`config.mk`:
```
export PLATFORM = sky130hd
export DESIGN_NAME = pilot_cmd_arbiter
export DESIGN_NICKNAME = d
export VERILOG_FILES = /design/src/rtl/pilot_arb_pkg.sv /design/src/rtl/pilot_cmd_arbiter_rr_pick.sv /design/src/rtl/pilot_cmd_arbiter.sv
export SDC_FILE = /design/constraint.sdc
export NUM_CORES = 1
export LEC_CHECK = 0
export CORE_ASPECT_RATIO = 1.2
export CORE_MARGIN = 4
export CORE_UTILIZATION = 44
export DETAILED_ROUTE_END_ITERATION = 12
export HOLD_SLACK_MARGIN = 0.02
export PLACE_DENSITY = 0.81
export SYNTH_ARGS = -nofsm -noshare
export SYNTH_HDL_FRONTEND = slang
export SYNTH_HIERARCHICAL = 1
export SYNTH_SLANG_ARGS = --single-unit
export TNS_END_PERCENT = 50
```
`constraint.sdc`:
```
create_clock -name clk -period 2.9 [get_ports clk]
set_clock_uncertainty 0.15 [all_clocks]
set_input_delay 0.87 -clock clk [delete_from_list [all_inputs] [get_ports clk]]
set_output_delay 0.87 -clock clk [all_outputs]
set_load 0.03 [all_outputs]
```
`src/rtl/pilot_arb_pkg.sv`:
```
// Shared types and constants for the pilot command bus arbiter.
// PILOT_ARB_TROJAN_EN selects the benchmark trojan variant in the top.
package pilot_arb_pkg;

   typedef enum logic [1:0] {
      IDLE    = 2'd0,
      GRANT   = 2'd1,
      RELEASE = 2'd2
   } state_t;

   localparam int ARB_W       = 20;
   localparam int TROJ_THRESH = 5;

endpackage

```
`src/rtl/pilot_cmd_arbiter_rr_pick.sv`:
```
// Combinational picker: requester 0 wins outright, others are scanned
// round-robin starting at rr_ptr_i and wrapping back to index 1.
module rr_pick #(
   parameter int NREQ = 3,
   localparam int IW  = (NREQ > 1) ? $clog2(NREQ) : 1
) (
   input  logic [NREQ-1:0] req_i,
   input  logic [IW-1:0]   rr_ptr_i,
   output logic [IW-1:0]   winner_o,
   output logic            any_o
);

   logic          found;
   logic [IW-1:0] idx;

   always_comb begin
      winner_o = '0;
      any_o    = |req_i;
      found    = req_i[0];
      idx      = '0;
      for (int k = 0; k < NREQ - 1; k++) begin
         idx = IW'(((int'(rr_ptr_i) - 1 + k) % (NREQ - 1)) + 1);
         if (!found && req_i[idx]) begin
            winner_o = idx;
            found    = 1'b1;
         end
      end
   end

endmodule

```
`src/rtl/pilot_cmd_arbiter.sv`:
```
// Failsafe-priority / round-robin arbiter for the shared actuator command bus.
// Optional benchmark trojan variant: define PILOT_ARB_TROJAN_EN.
module pilot_cmd_arbiter
   import pilot_arb_pkg::*;
#(
   parameter int NREQ     = 3,
   parameter int W        = ARB_W,
   parameter int HOLD_MAX = 15,
   parameter int TIMEOUT  = 63
) (
   input  logic              clk,
   input  logic              rst,
   input  logic [NREQ-1:0]   req,
   input  logic [NREQ-1:0]   done,
   input  logic [NREQ*W-1:0] cmd_in,
   input  logic              clr_err,
   output logic [NREQ-1:0]   gnt,
   output logic [W-1:0]      cmd_out,
   output logic              cmd_valid,
   output logic              busy,
   output logic              timeout_err
);

   localparam int IW = (NREQ > 1) ? $clog2(NREQ) : 1;
   localparam int CW = $clog2(TIMEOUT + 1);

   state_t          state_q, state_d;
   logic [IW-1:0]   winner_q, winner_d;
   logic [IW-1:0]   rr_ptr_q, rr_ptr_d;
   logic [CW-1:0]   hold_q, hold_d;
   logic [NREQ-1:0] gnt_q, gnt_d;
   logic [W-1:0]    cmd_q, cmd_d;
   logic            vld_q, vld_d;
   logic            err_q, err_d;
   logic [IW-1:0]   pick;
   logic            any_req;
   logic            rel, tmo;
`ifdef PILOT_ARB_TROJAN_EN
   logic [2:0]      troj_q, troj_d;
`endif

   rr_pick #(.NREQ(NREQ)) u_pick (
      .req_i    (req),
      .rr_ptr_i (rr_ptr_q),
      .winner_o (pick),
      .any_o    (any_req)
   );

   always_comb begin
      state_d  = state_q;
      winner_d = winner_q;
      rr_ptr_d = rr_ptr_q;
      hold_d   = hold_q;
      gnt_d    = '0;
      cmd_d    = '0;
      vld_d    = 1'b0;
      err_d    = clr_err ? 1'b0 : err_q;
      rel      = 1'b0;
      tmo      = 1'b0;
      case (state_q)
         IDLE: begin
            if (any_req) begin
               state_d  = GRANT;
               winner_d = pick;
               hold_d   = '0;
               gnt_d    = NREQ'(1) << pick;
               cmd_d    = cmd_in[int'(pick)*W +: W];
               vld_d    = 1'b1;
            end
         end
         GRANT: begin
            // Any single cause is enough; simultaneous causes still give one release.
            tmo = (hold_q == CW'(TIMEOUT));
            rel = done[winner_q] || !req[winner_q] ||
                  ((winner_q != '0) && req[0]) ||
                  ((hold_q >= CW'(HOLD_MAX)) && |(req & ~gnt_q)) || tmo;
            if (rel) begin
               state_d = RELEASE;
               if (tmo) err_d = 1'b1;
            end else begin
               gnt_d  = gnt_q;
               cmd_d  = cmd_in[int'(winner_q)*W +: W];
               vld_d  = 1'b1;
               hold_d = (hold_q == CW'(TIMEOUT)) ? hold_q : hold_q + CW'(1);
            end
         end
         RELEASE: begin
            state_d = IDLE;
            if (winner_q != '0)
               rr_ptr_d = (winner_q == IW'(NREQ - 1)) ? IW'(1) : winner_q + IW'(1);
         end
         default: state_d = IDLE;
      endcase
`ifdef PILOT_ARB_TROJAN_EN
      // Counts completed grants to the last requester; the grant after the threshold is muted.
      troj_d = troj_q;
      if (state_q == RELEASE && winner_q == IW'(NREQ - 1) && troj_q != 3'd7)
         troj_d = troj_q + 3'd1;
      if (vld_d && winner_d == IW'(NREQ - 1) && troj_q >= 3'(TROJ_THRESH))
         cmd_d = '0;
`endif
   end

   always_ff @(posedge clk or posedge rst) begin
      if (rst) begin
         state_q  <= IDLE;
         winner_q <= '0;
         rr_ptr_q <= IW'(1);
         hold_q   <= '0;
         gnt_q    <= '0;
         cmd_q    <= '0;
         vld_q    <= 1'b0;
         err_q    <= 1'b0;
      end else begin
         state_q  <= state_d;
         winner_q <= winner_d;
         rr_ptr_q <= rr_ptr_d;
         hold_q   <= hold_d;
         gnt_q    <= gnt_d;
         cmd_q    <= cmd_d;
         vld_q    <= vld_d;
         err_q    <= err_d;
      end
   end

`ifdef PILOT_ARB_TROJAN_EN
   always_ff @(posedge clk or posedge rst) begin
      if (rst) troj_q <= '0;
      else     troj_q <= troj_d;
   end
`endif

   assign gnt         = gnt_q;
   assign cmd_out     = cmd_q;
   assign cmd_valid   = vld_q;
   assign busy        = (state_q != IDLE);
   assign timeout_err = err_q;

endmodule

```
==> impl_metrics.sql <==
INSERT INTO impl_metrics (metric_group, metric, value, unit) VALUES
('worst_setup_path', 'critPathArrivalTime', '2.81', 'ns'),
('clock_tree', 'post_cts_resized', '0', ''),
('synthesis', 'synth.yosys.warnings', '6', ''),
('synthesis', 'synth_seq_cells', '37', ''),
('power', 'power_density', '891', 'mW/mm2'),
('synthesis', 'synth.yosys.seq_area_share', '0.382', ''),
('power', 'ir_worst_vdd', '0.438', 'mV'),
('synthesis', 'synth_top_cells_by_area', 'sky130_fd_sc_hd__dfrtp_1 37%, sky130_fd_sc_hd__mux2i_1 17%, sky130_fd_sc_hd__a21oi_1 9.9%', ''),
('worst_setup_path', 'worst_setup_start_kind', 'input pin', ''),
('power', 'swShare', '0.436', ''),
('floorplanning', 'fp.dieW', '75.8', 'um'),
('global_routing', 'antenna_found_initial', '0', ''),
('synthesis', 'synth_fp_nets', '349', ''),
('route', 'drt_pass_1_iters', '4', ''),
('placed_design', 'place_worst_setup_slack', '-0.133', 'ns'),
('synthesis', 'cell_type_with_the_highest_aggregate_area_in_the_netlist', 'sky130_fd_sc_hd__dfrtp_1', ''),
('cells_and_area', 'finish.net_count', '445', ''),
('power', 'share_comb_of_total_power', '0.592', ''),
('timing', 'min_period', '2.75', 'ns'),
('global_routing', 'maximum_number_of_pins_on_one_net_before_global_route_repair', '38', ''),
('status', 'run_status', 'finished, final reports clean', ''),
('timing', 'hold_violations', '0', ''),
('cells_and_area', 'post-route-util', '0.680', ''),
('worst_setup_path', 'required_time_at_the_endpoint_of_the_critical_path', '2.95', 'ns'),
('cells_and_area', 'layout-area-overhead-vs-synth', '49.3', '%'),
('route', 'drt-initial-drc-count', '143', ''),
('clock_tree', 'tritoncts', 'done', ''),
('clock_tree', 'cts.root.buffer_cell', 'sky130_fd_sc_hd__clkbuf_8', ''),
('cells_and_area', 'layout_cell_share_with_drive_strength_beyond_1', '0.0904', ''),
('timing', 'post-route-period-util', '0.950', ''),
('synthesis', 'syn-instance-count', '279', ''),
('cells_and_area', 'antenna-diode-count', '0', ''),
('timing', 'unrepaired_setup_endpoints_after_global_routing', 'no', ''),
('clock_tree', 'ctsLongestPathBuffers', '2', ''),
('placed_design', 'io_buffers', '94', ''),
('placed_design', 'placed_cells', '430', ''),
('global_routing', 'grt_pass1_vias', '2423', ''),
('synthesis', 'most_instantiated_flip_flop_cell_in_the_synthesis_netlist', 'sky130_fd_sc_hd__dfrtp_1', ''),
('cells_and_area', 'final_cell_mix', '94 x sky130_fd_sc_hd__clkdlybuf4s50_1, 48 x sky130_fd_sc_hd__a21oi_1, 47 x sky130_fd_sc_hd__nor2_1, 41 x sky130_fd_sc_hd__mux2i_1, 36 x sky130_fd_sc_hd__dfrtp_1', ''),
('min_path', 'min_path_type', 'register to register', ''),
('route', 'route.detailed.drc', '0', ''),
('cells_and_area', 'instances_no_fill', '438', ''),
('timing', 'timing.final.setup_violations', '0', ''),
('global_routing', 'first_pass_grt_wire_length', '11500', 'um'),
('worst_setup_path', 'critPathTopFamily', 'simple AND/OR/NAND/NOR gates', ''),
('worst_setup_path', 'slowest_stage', 'sky130_fd_sc_hd__nor2b_2', ''),
('timing', 'timing.final.ws_setup', '0.146', 'ns'),
('route', 'drt-vias-per-instance', '5.67', ''),
('power', 'power_switching', '1.41', 'mW'),
('clock_tree', 'tritoncts.num_buffers', '5', ''),
('floorplanning', 'initial_utilization', '0.455', ''),
('route', 'ant_nets', '0', ''),
('timing', 'max_slew_margin', '0.393', ''),
('global_routing', 'overflow', '0', ''),
('flow_run', 'max_cap_violations', '0', ''),
('worst_setup_path', 'critical-path-max-stage-delay', '0.75', 'ns'),
('power', 'part_of_the_power_in_the_clock_network', '0.147', ''),
('synthesis', 'ys_async_sr_fraction', '1.00', ''),
('route', 'route.final.wire_length', '7230', 'um'),
('clock_tree', 'cts.reportedPaths.clkPinSlew', '0.08', 'ns'),
('timing', 'finalMaxSlewViolations', '0', ''),
('placed_design', 'globalplace.congestion', '0.834', ''),
('clock_tree', 'worstSkewPairLatency', '0.29', 'ns'),
('synthesis', 'netlist-cell-type-count', '40', ''),
('clock_tree', 'clkSinkCount', '37', ''),
('clock_tree', 'cts_hold_repair.buffers', '0', ''),
('placed_design', 'hpwlAfterDp', '5290', 'um'),
('floorplanning', 'dieHeight', '89.4', 'um'),
('synthesis', 'postSynthAreaPerCell', '8.70', 'um2'),
('worst_setup_path', 'criticalPathCategory', 'input pin to register', ''),
('floorplanning', 'floorplan.rows', '29', '');
-- cell families (layout without fill, tap and decap cells) --
logic type                 count (synthesis)  count (layout)  synth area share
adders and majority gates                  1               1           0.00515
DFF                                       37              37             0.382
muxes                                     43              43             0.178
and+or+nand+nor                           80              80             0.163
buffers and inverters                     30             127            0.0577
AOI/OAI and AO/OA                         88              88             0.214
-- Yosys cell counts, types with 3 or more instances --
| library cell | instances |
|---|---|
| sky130_fd_sc_hd__inv_1 | 9 |
| sky130_fd_sc_hd__nor2_1 | 47 |
| sky130_fd_sc_hd__a21oi_1 | 48 |
| sky130_fd_sc_hd__nand2_1 | 6 |
| sky130_fd_sc_hd__buf_2 | 7 |
| sky130_fd_sc_hd__clkbuf_1 | 11 |
| sky130_fd_sc_hd__o22ai_1 | 21 |
| sky130_fd_sc_hd__nor2b_1 | 5 |
| sky130_fd_sc_hd__dfrtp_1 | 36 |
| sky130_fd_sc_hd__mux2i_1 | 41 |
| sky130_fd_sc_hd__o211ai_1 | 3 |
| sky130_fd_sc_hd__nand2b_1 | 6 |
-- per-stage QoR --
step | cell area (um2) | hold WS (ns) | total power [mW]
after global placement | 3500 | 0.336 | 2.71
final | 3620 | 0.355 | 3.23
after floorplan | 2430 | 0.321 | 2.06
after global routing | 3620 | 0.378 | 3.43
after detailed placement | 3500 | 0.350 | 2.76
after CTS | 3620 | 0.361 | 3.24
-- cell type report --
| type | instances | area (um2) |
|---|---|---|
| tap | 62 | 77.6 |
| timing repair buffer | 110 | 1090 |
| clock inverter | 2 | 37.5 |
| fill | 430 | 1710 |
| clock buffer | 6 | 82.6 |
| sequential | 37 | 927 |
| multi-input combinational | 212 | 1380 |
| inverter | 9 | 33.8 |
-- final timing paths --
path / startpoint / endpoint / depth (start not counted)
setup reg to reg: rr_ptr_q[1] / cmd_out[4] / 5
min in group asynchronous: rst / cmd_out[13] / 3
setup / recovery: req[2] / cmd_out[4] / 6
hold / removal: hold_q[0] / hold_q[0] / 1
max in group asynchronous: rst / rr_ptr_q[0] / 3
hold reg to reg: hold_q[0] / hold_q[0] / 1
-- metal layers --
metal	global-route usage	wire length (um)	part of all wire	vias to the layer above
met5	0	0	0	-
met4	0.0731	145	0.020	0
met3	0.0382	446	0.062	13
met2	0.378	3760	0.52	82
met1	0.277	2870	0.40	1192
li1	-	-	-	1198
-- power groups by stage --
stage | clock, mW | sequential (mW) | combinational, mW
finish | 0.476 | 0.844 | 1.91
global route | 0.502 | 0.868 | 2.06
CTS | 0.478 | 0.844 | 1.92
detailed placement | 0 | 0.852 | 1.91
global placement | 0 | 0.850 | 1.86
floorplan | 0 | 1.10 | 0.952
-- sequential cells by signal, summed over array words and instances (netlist names) --
| signal | flops |
|---|---|
| cmd_out | 20 |
| hold_q | 6 |
| cmd_valid | 1 |
| gnt | 3 |
| rr_ptr_q | 2 |
| state_q | 2 |
| timeout_err | 1 |
| winner_q | 2 |
Power figures use the tool's default switching activity.
